## src/rtl/vga_controller.sv

```systemverilog
// ---------------------------------------------------------------------------
// vga_controller
//   640x480 @ 60 Hz VGA timing generator and pixel output stage. It runs on
//   the 25 MHz pixel clock, produces the active-low sync pulses and the
//   frame-buffer read address and strobe, and registers the returned BGR
//   pixel onto the 4-bit colour pins. It drives black whenever the address
//   presented on the previous clock was outside the visible window.
//
// Ports
//   vga_clk   in   1   pixel clock; all state changes on its rising edge
//   clrn      in   1   asynchronous active-low reset
//   d_in_BGR  in  12   pixel from memory: [11:8]=B, [7:4]=G, [3:0]=R
//   row_addr  out  9   visible row 0..479 (registered)
//   col_addr  out 10   visible column 0..639 (registered)
//   read      out  1   high while the presented address is visible
//   r, g, b   out  4   colour outputs (registered)
//   hs, vs    out  1   horizontal / vertical sync, active-low
// ---------------------------------------------------------------------------
module vga_controller #(
  parameter int H_TOTAL  = 800,
  parameter int H_SYNC   = 96,
  parameter int H_START  = 143,
  parameter int H_ACTIVE = 640,
  parameter int V_TOTAL  = 525,
  parameter int V_SYNC   = 2,
  parameter int V_START  = 35,
  parameter int V_ACTIVE = 480
) (
  input  logic        vga_clk,
  input  logic        clrn,
  input  logic [11:0] d_in_BGR,
  output logic [8:0]  row_addr,
  output logic [9:0]  col_addr,
  output logic        read,
  output logic [3:0]  r,
  output logic [3:0]  g,
  output logic [3:0]  b,
  output logic        hs,
  output logic        vs
);

  logic [9:0] r_h_count;
  logic [9:0] r_v_count;
  logic [8:0] r_row;
  logic [9:0] r_col;
  logic       r_read;
  logic       r_hs;
  logic       r_vs;
  logic [3:0] r_r;
  logic [3:0] r_g;
  logic [3:0] r_b;

  logic       w_h_last;
  logic       w_v_last;
  logic       w_h_vis;
  logic       w_v_vis;

  assign w_h_last = (r_h_count == 10'(H_TOTAL - 1));
  assign w_v_last = (r_v_count == 10'(V_TOTAL - 1));
  assign w_h_vis  = (r_h_count >= 10'(H_START)) && (r_h_count < 10'(H_START + H_ACTIVE));
  assign w_v_vis  = (r_v_count >= 10'(V_START)) && (r_v_count < 10'(V_START + V_ACTIVE));

  // Stage 0: free-running line and frame counters
  always_ff @(posedge vga_clk or negedge clrn) begin
    if (!clrn) begin
      r_h_count <= '0;
      r_v_count <= '0;
    end else begin
      r_h_count <= w_h_last ? 10'd0 : r_h_count + 10'd1;
      if (w_h_last) begin
        r_v_count <= w_v_last ? 10'd0 : r_v_count + 10'd1;
      end
    end
  end

  // Stage 1: sync, address and read strobe, one clock behind the counters.
  // Addresses wrap modulo their width outside the visible window, which keeps
  // them deterministic without extra muxing.
  always_ff @(posedge vga_clk or negedge clrn) begin
    if (!clrn) begin
      r_hs   <= 1'b0;
      r_vs   <= 1'b0;
      r_col  <= '0;
      r_row  <= '0;
      r_read <= 1'b0;
    end else begin
      r_hs   <= (r_h_count >= 10'(H_SYNC));
      r_vs   <= (r_v_count >= 10'(V_SYNC));
      r_col  <= r_h_count - 10'(H_START);
      r_row  <= r_v_count[8:0] - 9'(V_START);
      r_read <= w_h_vis && w_v_vis;
    end
  end

  // Stage 2: pixel capture. Memory returns data one clock after the address,
  // so the strobe registered alongside that address gates the capture.
  always_ff @(posedge vga_clk or negedge clrn) begin
    if (!clrn) begin
      r_r <= '0;
      r_g <= '0;
      r_b <= '0;
    end else if (r_read) begin
      r_r <= d_in_BGR[3:0];
      r_g <= d_in_BGR[7:4];
      r_b <= d_in_BGR[11:8];
    end else begin
      r_r <= '0;
      r_g <= '0;
      r_b <= '0;
    end
  end

  assign row_addr = r_row;
  assign col_addr = r_col;
  assign read     = r_read;
  assign hs       = r_hs;
  assign vs       = r_vs;
  assign r        = r_r;
  assign g        = r_g;
  assign b        = r_b;

endmodule

```

## config.mk

```make
export PLATFORM = sky130hd
export DESIGN_NAME = vga_controller
export DESIGN_NICKNAME = d
export VERILOG_FILES = /design/src/rtl/vga_controller.sv
export SDC_FILE = /design/constraint.sdc
export NUM_CORES = 1
export LEC_CHECK = 0
export ABC_AREA = 1
export BUFFER_PORTS_ARGS = -buffer_cell sky130_fd_sc_hd__clkbuf_2
export CAP_MARGIN = 25
export CORE_AREA = 2 2 77 79
export CTS_CLUSTER_DIAMETER = 120
export DETAILED_ROUTE_END_ITERATION = 6
export DIE_AREA = 0 0 79 81
export GPL_TIMING_DRIVEN = 1
export PLACE_DENSITY = 0.63
export SYNTH_ARGS = -nofsm -noshare
export SYNTH_HDL_FRONTEND = slang
export SYNTH_SLANG_ARGS = --single-unit
export TNS_END_PERCENT = 1
```

## constraint.sdc

```tcl
create_clock -name vga_clk -period 1.6 [get_ports vga_clk]
set_input_delay 0.08 -clock vga_clk [delete_from_list [all_inputs] [get_ports vga_clk]]
set_output_delay 0.08 -clock vga_clk [all_outputs]
set_load 0.02 [all_outputs]
```

# Yosys cells after proc, flatten, opt, wreduce, memory -nomap -nowiden
# Index checks and enable logic that the tools add are counted.
dict set report word_totals {
  wordCells 30
  ff_bits 54
  out_inout_bits 34
}
dict set report classes {
  eq_ne 2
  add_sub_neg 4
  n_mux 5
  n_reduce_logical 3
  order_cmp 6
}
# operator n
set ops {}
lappend ops {{$add A10 B1 Y10 const B} 2}
lappend ops {{$eq A10 B10 Y1 const B} 2}
lappend ops {{$lt A10 B10 Y1 const B} 2}
lappend ops {{$mux W10} 2}
lappend ops {{$mux W4} 3}
lappend ops {{$ge A10 B2 Y1 const B} 1}
lappend ops {{$ge A10 B6 Y1 const B} 1}
lappend ops {{$ge A10 B7 Y1 const B} 1}
lappend ops {{$ge A10 B8 Y1 const B} 1}
lappend ops {{$sub A10 B8 Y10 const B} 1}
lappend ops {{$sub A9 B6 Y9 const B} 1}
lappend ops {{$logic_and A1 B1 Y1} 3}

# Logic depth before layout (Yosys ltp)
# Gate-level depths: netlist of the first run.
dict set report logic_depth {
  ltp_word 3
  depth_mapped 9
  ltp_nobuf 9
}

# Least setup slack after synthesis of the first run
# Ideal clock, no wire load.
dict set report synth_timing {
  path_kind {register to register}
  from {reg r_h_count[0]}
  to {reg r_v_count[9]}
  path_slack_ns 0.201
  synth_period_minus_slack_ns 1.399
  n_path_buf 0
  stages_incl_launch_ff 9
  arrival_time_ns 1.282
  setup_time_ns 0.118
  path_cell_list {dfrtp_1 > ha_1 > inv_1 > nor2_4 > nand4_2 > nor2_4 > inv_2 > nand2_1 > nand2_1}
}
dict set report synth_via {
  elab_chain_cells 1
}
# element line
set synth_rtl {}
lappend synth_rtl {{start, declared} 42} ;# logic [9:0] r_h_count;
lappend synth_rtl {{start signal, assigned} 69} ;# r_h_count <= w_h_last ? 10'd0 : r_h_count + 10'd1;
lappend synth_rtl {{$eq A10 B10 Y1} 58} ;# assign w_h_last = (r_h_count == 10'(H_TOTAL - 1));
lappend synth_rtl {{end signal, assigned} 71} ;# r_v_count <= w_v_last ? 10'd0 : r_v_count + 10'd1;
lappend synth_rtl {{end, declared} 43} ;# logic [9:0] r_v_count;
# No other way between the ends.
# A chain may end at the register's enable or synchronous reset.

# Worst setup path after layout of the first run
dict set report layout_timing {
  from {reg r_h_count[0]}
  to {reg r_v_count[5]}
}
# Same word-level chain as after synthesis.

==> flow_summary.yaml, run 1 <==
timing:
  fin_crit_sh_pct: 90.4
  worst_slack_ns: 0.153
  period_minus_slack_ns: 1.45
  fin_skew_ns: 0.00755
  clock.fmax_mhz: 691
  finalSetupTns_ns: 0
  tightest_slew_ns: 0.434
  finalHoldViolCount: 0
  relSlewSlack_pct: 71.1
  grt_setup_unrepaired: "false"
  setup_violations: 0
  slew_violations: 0
global_routing:
  gr-usage-all-layers_pct: 15.9
  grt_pass1_vias: 1775
  overflow: 0
  grt_antenna_before_repair: 0
  grt_pass1_wl_um: 7910
  grt_max_degree: 55
clock_network:
  htreeDepth: 2
  clockBufferDepth: 2
  clk_pin_slew_worst_paths_ns: 0.09
  insertion_delay_ns: 0.31
  tritoncts: "done"
  cts_buffers: 5
  clockRootBuffer: "clkbuf_8"
  clock_sinks: 54
synthesis:
  synthTopCellsByCount: "nand2_1, dfrtp_1, inv_1"
  synth-seq-cells: 54
  yosysUniqueCellTypes: 28
  synth_edf_count: 0
  ys_warn_count: 0
  avgSynthCellArea_sq_um: 8.87
  ys_seq_area_share_pct: 55.2
  syn_area_sq_um: 2450
  yosysTopAreaCellShare_pct: 55.2
  yosysMostFrequentCell: "nand2_1"
  synth_ff_type: "dfrtp_1"
  synth_cells: 276
  async_flop_share_pct: 100
  synthTopCellsByArea: "dfrtp_1, nand2_1, inv_1"
  synth_top_cell_by_area: "dfrtp_1"
  synth_fp_nets: 295
routing:
  drt_iter0_drc: 83
  firstDrtPassIters: 4
  dr_total_vias: 1874
  vias_per_cell: 4.47
  post_drt_wl_per_cell_um: 11.4
  postRouteAntennaNets: 0
  drc_errors: 0
  routed_wl_um: 4770
setup_path:
  endpoint_kind: "flop"
  rr_worst_depth: 8
  cp.required_ns: 1.83
  critPathLaunch: "r_h_count[0]"
  cp-start-kind: "flop"
  r2r_slack_ns: 0.15
  endpoint: "r_v_count[5]"
  rr_endpoint: "r_v_count[5]"
  critPathMaxFanout: 5
  critical_path_class: "reg -> reg"
  r2r-start: "r_h_count[0]"
  crit_arrival_ns: 1.68
die:
  io_pins: 48
  coreArea_sq_um: 5680
  start_util_pct: 43.1
  die_y_um: 81
  dieArea_sq_um: 6400
  die_w_um: 79
  rows: 28
cells_and_area:
  fin_area_sq_um: 3050
  num_antenna_cells: 0
  area_growth_pct: 24.5
  drive_gt1_share_pct: 21.8
  final_net_count: 362
placement:
  gp_congestion: 0.850
  dp_hpwl_um: 3200
  port_buffers: 47
  place_area_sq_um: 2780
  dp_worst_setup_slack_ns: 0.145
run:
  drv_cap: 0
power:
  cellPowerDensity_nw_per_um2: 766
  leakage_nw: 1.70
  vdd_drop_max_uv: 371
run_status:
  status: "finished clean"
min_path:
  hold_path.class: "in -> async"
==> per-stage QoR <==
stage	hold WS, ns	util (%)	power [mW]	cells
floorplan	-0.216	-	1.39	276
global placement	0.0999	49.1	1.44	395
detailed placement	0.0990	49.1	1.44	395
CTS	0.305	53.3	2.38	416
global route	0.352	53.7	2.44	419
finish	0.298	53.7	2.34	419
==> kinds of logic after synthesis <==
group / Yosys count / share of synthesized area [%]
fa+ha+maj: 5 / 2.55
buf+inv: 54 / 8.53
compound gates: 16 / 3.58
simple gates: 131 / 24.4
xor+xnor: 16 / 5.72
flops: 54 / 55.2
==> layer usage <==
layer | GRT usage [%] | part of all wire [%] | wire length [um]
met1 | 20.2 | 46 | 2200
met2 | 26.3 | 46 | 2190
met3 | 3.44 | 6.2 | 294
met4 | 7.07 | 1.8 | 87
met5 | 0 | 0 | 0
==> worst min-delay path by stage <==
stage / endpoint / start / cells after the start / slack [ns]
2_1_floorplan: b[0] / clrn / 0 / -0.22
3_3_place_gp: col_addr[6] / clrn / 2 / 0.1
3_5_place_dp: col_addr[6] / clrn / 2 / 0.1
4_1_cts: r_h_count[4] / clrn / 3 / 0.31
5_1_grt: col_addr[2] / clrn / 3 / 0.35
6_report: col_addr[6] / clrn / 3 / 0.30
==> timing repair <==
action | in CTS | in global routing
hold buffers | 13 | 0
buffers inserted | 0 | 3
setup endpoints to repair | 0 | 2
hold endpoints to repair | 66 | 0
gates resized for setup | 0 | 1
==> worst max-delay path: stages, from the launching register on <==
cell and delay, ns:
dfrtp_1 0.40, ha_1 0.18, inv_1 0.07, nor2_4 0.14
nand4_2 0.12, nor2_4 0.19, buf_4 0.15, nand2_1 0.04
o21ai_0 0.07
==> sequential cells by signal (all words and copies together), names as in the netlist <==
register / count
r_v_count: 10
vs: 1
b: 4
r: 4
row_addr: 9
g: 4
read: 1
hs: 1
col_addr: 10
r_h_count: 10
==> area by class of cell <==
class | count | area, sq um
Tap cell | 75 | 93.8
Timing Repair Buffer | 66 | 423
Inverter | 48 | 180
Clock inverter | 2 | 37.5
Sequential cell | 54 | 1350
Fill cell | 538 | 2630
Multi-Input combinational cell | 168 | 888
Clock buffer | 6 | 72.6
==> power breakdown <==
group	internal, mW	switching, mW
Combinational	0.0368	0.0355
Sequential	1.36	0
Clock	0.467	0.434
Total	1.87	0.469
==> placed cells by master (no fill, tap or decap), types with 2 or more instances in the layout <==
| master | instances |
|---|---|
| o21ai_0 | 8 |
| nor2_2 | 2 |
| dfrtp_1 | 53 |
| ha_1 | 5 |
| nand4_1 | 5 |
| nor2_4 | 2 |
| o21ai_1 | 3 |
| xor2_1 | 15 |
| clkbuf_8 | 5 |
| nand2_2 | 2 |
| nand2_1 | 72 |
| nand3_1 | 16 |
| nor2_1 | 24 |
| buf_4 | 5 |
| a21oi_1 | 3 |
| dlygate4sd3_1 | 13 |
| o21ai_2 | 2 |
| inv_2 | 2 |
| inv_1 | 46 |
| clkbuf_2 | 47 |
(Power assumes the default switching activity.)
==> inputs of run 2 (changes only) <==
--- a/config.mk
+++ b/config.mk
@@ -5,13 +5,12 @@
 export SDC_FILE = /design/constraint.sdc
 export NUM_CORES = 1
 export LEC_CHECK = 0
-export ABC_AREA = 1
 export BUFFER_PORTS_ARGS = -buffer_cell sky130_fd_sc_hd__clkbuf_2
 export CAP_MARGIN = 25
-export CORE_AREA = 2 2 77 79
+export CORE_AREA = 2 2 75 77
 export CTS_CLUSTER_DIAMETER = 120
 export DETAILED_ROUTE_END_ITERATION = 6
-export DIE_AREA = 0 0 79 81
+export DIE_AREA = 0 0 77 79
 export GPL_TIMING_DRIVEN = 1
 export PLACE_DENSITY = 0.63
 export SYNTH_ARGS = -nofsm -noshare
==> flow_summary.yaml, run 2 <==
power:
  leakage_nw: 1.51
  cellPowerDensity_nw_per_um2: 757
  total_power_mw: 2.35
  vdd_drop_max_uv: 391
die:
  start_util_pct: 42.6
  dieArea_sq_um: 6080
  rows: 27
  io_pins: 48
  die_w_um: 77
  coreArea_sq_um: 5340
  die_y_um: 79
setup_path:
  critical_path_class: "reg -> reg"
  cp_top_family: "simple AND/OR/NAND/NOR gates"
  slowest_delay_ns: 0.54
  crit_arrival_ns: 1.82
  r2r-start: "r_h_count[5]"
  worst-path-buf-inv: 0
  critPathMaxFanout: 6
  cp-start-kind: "flop"
  rr_worst_depth: 4
  r2r_slack_ns: -0.01
  cp.required_ns: 1.81
  cp.depth: 4
  crit_chain: "nand4bb_4, or4_4, a21o_2, a21o_1"
  slowest_stage: "or4_4"
  endpoint_kind: "flop"
  rr_endpoint: "r_v_count[9]"
routing:
  routed_wl_um: 4570
  post_drt_wl_per_cell_um: 12.9
  vias_per_cell: 4.74
  firstDrtPassIters: 4
  postRouteAntennaNets: 0
  drc_errors: 0
  drt_iter0_drc: 77
  dr_total_vias: 1673
timing:
  finalSetupTns_ns: -0.0339
  relSlewSlack_pct: 78.0
  setup_violations: 4
  fin_hold_ws_ns: 0.293
  period_minus_slack_ns: 1.61
  worst_slack_ns: -0.0149
  slew_violations: 0
  tightest_slew_ns: 0.327
  fin_skew_ns: 0.00386
  grt_setup_unrepaired: "true"
  fin_crit_sh_pct: 101
  finalHoldViolCount: 0
  clock.fmax_mhz: 619
global_routing:
  overflow: 0
  grt_max_degree: 55
  grt_antenna_before_repair: 0
  grt_pass1_wl_um: 7730
  grt_pass1_vias: 1652
  gr-usage-all-layers_pct: 16.3
cells_and_area:
  mostFrequentLayoutCells: "dfrtp_1, clkbuf_2, buf_4"
  fin_cells: 353
  layout_commonest_cell: "dfrtp_1"
  final_net_count: 299
  drive_gt1_share_pct: 36.3
  num_antenna_cells: 0
  area_growth_pct: 36.5
synthesis:
  syn_area_sq_um: 2270
  avgSynthCellArea_sq_um: 11.7
  ys_warn_count: 0
  synth_top_cell_by_area: "dfrtp_1"
  synthTopCellsByCount: "dfrtp_1, and2_1, xor2_1"
  yosysMostFrequentCell: "dfrtp_1"
  synth_ff_type: "dfrtp_1"
  synth_fp_nets: 213
  yosysUniqueCellTypes: 39
  synth_edf_count: 0
  ys_seq_area_share_pct: 59.5
  synth-seq-cells: 54
  synthTopCellsByArea: "dfrtp_1, xor2_1, xnor2_1"
  synth_cells: 194
  async_flop_share_pct: 100
  yosysTopAreaCellShare_pct: 59.5
min_path:
  hold_path.class: "in -> async"
clock_network:
  clk_pin_slew_worst_paths_ns: 0.09
  htreeDepth: 2
  clockBufferDepth: 2
  insertion_delay_ns: 0.31
  clock_sinks: 54
  clockRootBuffer: "clkbuf_8"
  tritoncts: "done"
  cts_buffers: 5
placement:
  port_buffers: 47
  dp.cells: 331
  dp_hpwl_um: 3060
  gp_congestion: 0.906
run:
  drv_cap: 0
run_status:
  status: "finished with violations"
  violations: "setup timing"
[run 2: cell types whose count changed after synthesis, sizes merged, moves of 3 or more]
| cell | before | now |
|---|---|---|
| nor3 | 1 | 7 |
| clkbuf | 2 | 7 |
| xnor2 | 1 | 11 |
| a21oi | 3 | 8 |
| nor2 | 29 | 8 |
| and2 | 0 | 15 |
| xor2 | 15 | 12 |
| nand2 | 75 | 7 |
| o21ai | 13 | 3 |
| nand3 | 17 | 12 |
| inv | 48 | 9 |
[run 2: final cells by class]
class,count,area (sq um)
clock buffers,5,68.8
clock inverters,3,45.0
well taps,72,90.1
repair buffers,92,629
flip-flops and latches,54,1350
fillers,463,2240
multi-input cells,118,883
inverters,9,33.8
[run 2: cell families (layout without fill, tap and decap cells)]
kind of cell	Yosys count	in the layout	share of synthesized area (%)
muxes	2	2	0.881
DFF	54	54	59.5
buffers and inverters	22	109	4.07
adders and majority gates	5	5	2.75
and+or+nand+nor	67	67	17.8
xor gates and xnor gates	23	23	8.87
AOI/OAI and AO/OA	21	21	6.11
[run 2: power breakdown]
part / switching [mW] / total, mW / internal, mW
Clock: 0.448 / 0.914 / 0.466
Sequential: 0 / 1.36 / 1.36
Combinational: 0.0336 / 0.0703 / 0.0366
[run 2: how the worst max path moves through the flow]
stage,endpoint,from,slack (ns)
6_report,r_v_count[9],r_h_count[5],-0.01
5_1_grt,r_v_count[3],r_h_count[5],-0.08
4_1_cts,r_v_count[9],r_h_count[5],0.002
3_5_place_dp,r_v_count[3],r_h_count[1],-0.11
3_3_place_gp,r_v_count[3],r_h_count[1],-0.09
2_1_floorplan,r_v_count[3],r_h_count[0],-0.16
[run 2: what timing repair did]
| item | 4_1_cts | 5_1_grt |
|---|---|---|
| pin swaps | 4 | 1 |
| setup buffers | 1 | 0 |
| setup endpoints to repair | 8 | 13 |
| resized for setup | 3 | 8 |
| hold buffers | 13 | 0 |
| hold endpoints to repair | 66 | 0 |
[run 2: worst min-delay path, delay by kind of cell]
kind	cells	cell delay (ns)
buf+inv	3	0.91
[run 2: per-stage QoR]
stage,util (%),worst slack (ns),area [sq um]
2_1_floorplan,-,-0.157,2280
3_3_place_gp,52.4,-0.0912,2800
3_5_place_dp,52.4,-0.112,2800
4_1_cts,57.4,0.00221,3060
5_1_grt,58.1,-0.0787,3100
6_report,58.1,-0.0149,3100
[run 2: layer usage]
| layer | share of wire [%] | vias to the layer above | GRT usage, % |
|---|---|---|---|
| li1 | - | 817 | - |
| met4 | 1.7 | 0 | 6.79 |
| met1 | 42 | 805 | 20.7 |
| met3 | 4.8 | 7 | 3.64 |
| met5 | 0 | - | 0 |
| met2 | 51 | 44 | 27.2 |
==> inputs of run 3 (changes only) <==
==> constraint.sdc (replaced) <==
create_clock -name vga_clk -period 1.6 [get_ports vga_clk]
set_input_delay 0.16 -clock vga_clk [delete_from_list [all_inputs] [get_ports vga_clk]]
set_output_delay 0.16 -clock vga_clk [all_outputs]
set_load 0.02 [all_outputs]
==> flow_summary.yaml, run 3 (synthesized netlist as in run 2, its figures left out) <==
clock_network:
  clock_sinks: 54
  htreeDepth: 2
  insertion_delay_ns: 0.31
  tritoncts: "done"
  cts_buffers: 5
  clockBufferDepth: 2
  clockRootBuffer: "clkbuf_8"
  clk_pin_slew_worst_paths_ns: 0.10
setup_path:
  crit_chain: "nand4bb_4, or4_4, a21o_2, a21o_1"
  endpoint_kind: "flop"
  cp-start-kind: "flop"
  r2r_slack_ns: -0.02
  crit_arrival_ns: 1.82
  cp.required_ns: 1.81
  cp.depth: 4
  rr_worst_depth: 4
  cp_top_family: "simple AND/OR/NAND/NOR gates"
  slowest_stage: "or4_4"
  worst-path-buf-inv: 0
  slowest_delay_ns: 0.54
  critPathMaxFanout: 6
  critical_path_class: "reg -> reg"
cells_and_area:
  multi_input_area_sq_um: 878
  final_net_count: 287
  num_antenna_cells: 0
  final_core_util_pct: 55.7
  drive_gt1_share_pct: 37.5
  regArea_sq_um: 1350
  layout_commonest_cell: "dfrtp_1"
  area_growth_pct: 30.8
  n_fill_cell: 489
  fin_area_sq_um: 2970
  mostFrequentLayoutCells: "dfrtp_1, clkbuf_2, buf_4"
timing:
  finalHoldViolCount: 0
  setup_violations: 4
  worst_slack_ns: -0.0186
  clock.fmax_mhz: 618
  relSlewSlack_pct: 77.8
  fin_skew_ns: 0.00467
  tightest_slew_ns: 0.330
  slew_violations: 0
  fin_crit_sh_pct: 101
  grt_setup_unrepaired: "true"
  finalSetupTns_ns: -0.0478
  period_minus_slack_ns: 1.62
global_routing:
  grt_pass1_wl_um: 7370
  overflow: 0
  grt_pass1_vias: 1570
  grt_max_degree: 55
  grt_antenna_before_repair: 0
  gr-usage-all-layers_pct: 15.6
power:
  p_comb_share_pct: 2.0
  vdd_drop_max_uv: 391
  cellInternalPower_mw: 1.85
  power.switching_mw: 0.480
  leakage_nw: 1.46
  cellPowerDensity_nw_per_um2: 783
  clock_power_share_pct: 39.4
  total_power_mw: 2.33
  power_frac_seq_pct: 58.6
  switching_share_pct: 20.6
die:
  start_util_pct: 42.6
  die_y_um: 79
  coreArea_sq_um: 5340
  io_pins: 48
  dieArea_sq_um: 6080
  rows: 27
  die_w_um: 77
routing:
  postRouteAntennaNets: 0
  firstDrtPassIters: 4
  post_drt_wl_per_cell_um: 12.8
  routed_wl_um: 4360
  vias_per_cell: 4.82
  dr_total_vias: 1645
  drc_errors: 0
  drt_iter0_drc: 72
run_status:
  status: "finished with violations"
  violations: "setup timing"
placement:
  port_buffers: 47
  dp_hpwl_um: 3060
  place_area_sq_um: 2800
  gp_congestion: 0.906
run:
  drv_cap: 0
min_path:
  hold_path.class: "in -> reg"
  hold_depth: 2
==> run 3: cell count changes in the layout (fill, tap and decap cells not counted), sizes merged <==
cell / before / now
dlygate4sd3: 13 / 1
==> run 3: routing by layer <==
layer	track usage, %	wire length (um)	vias to the layer above
li1	-	-	794
met1	20.4	1880	789
met2	24.7	2150	51
met3	3.52	230	11
met4	7.68	107	0
met5	0	0	-
==> run 3: worst reg2reg max path, cell delays in order, from the launching register on <==
cell and delay (ns):
dfrtp_1 0.39, nand4bb_4 0.23, or4_4 0.54, a21o_2 0.21, a21o_1 0.15
==> run 3: power by group through the flow <==
stage	clock (mW)	combinational (mW)	sequential, mW
floorplan	0	0.00000151	1.39
global placement	0	0.0477	1.39
detailed placement	0	0.0476	1.39
CTS	0.951	0.0496	1.36
global route	1.01	0.0560	1.36
finish	0.917	0.0465	1.36
==> run 3: metrics by stage <==
step,setup WS [ns],hold WS (ns),std cells
finish,-0.0186,0.0533,341
global route,-0.0781,0.0409,341
CTS,0.00221,0.0429,341
detailed placement,-0.112,0.182,331
global placement,-0.0912,0.182,331
floorplan,-0.157,-0.136,194
==> run 3: worst paths after layout <==
path | from | end
max | r_h_count[5] | r_v_count[9]
min | d_in_BGR[0] | r[0]
max reg2reg | r_h_count[5] | r_v_count[9]
min reg2reg | r_v_count[0] | row_addr[0]
max in group asynchronous | clrn | r_v_count[5]
min in group asynchronous | clrn | col_addr[3]
==> run 3: repair_timing <==
action	4_1_cts	5_1_grt
setup buffers	1	0
hold buffers	1	0
endpoints found under the setup margin	8	13
hold endpoints to repair	54	0
gates cloned	0	0
pin swaps	4	1
gates resized for setup	3	6
==> run 3: layout make-up <==
cell class              count  area share [%]
well taps                  72            3.03
multi-input cells         118            29.5
inverters                   9            1.14
flip-flops and latches     54            45.5
clock inverters             3            1.52
clock buffers               5            2.31
repair buffers             80            17.0
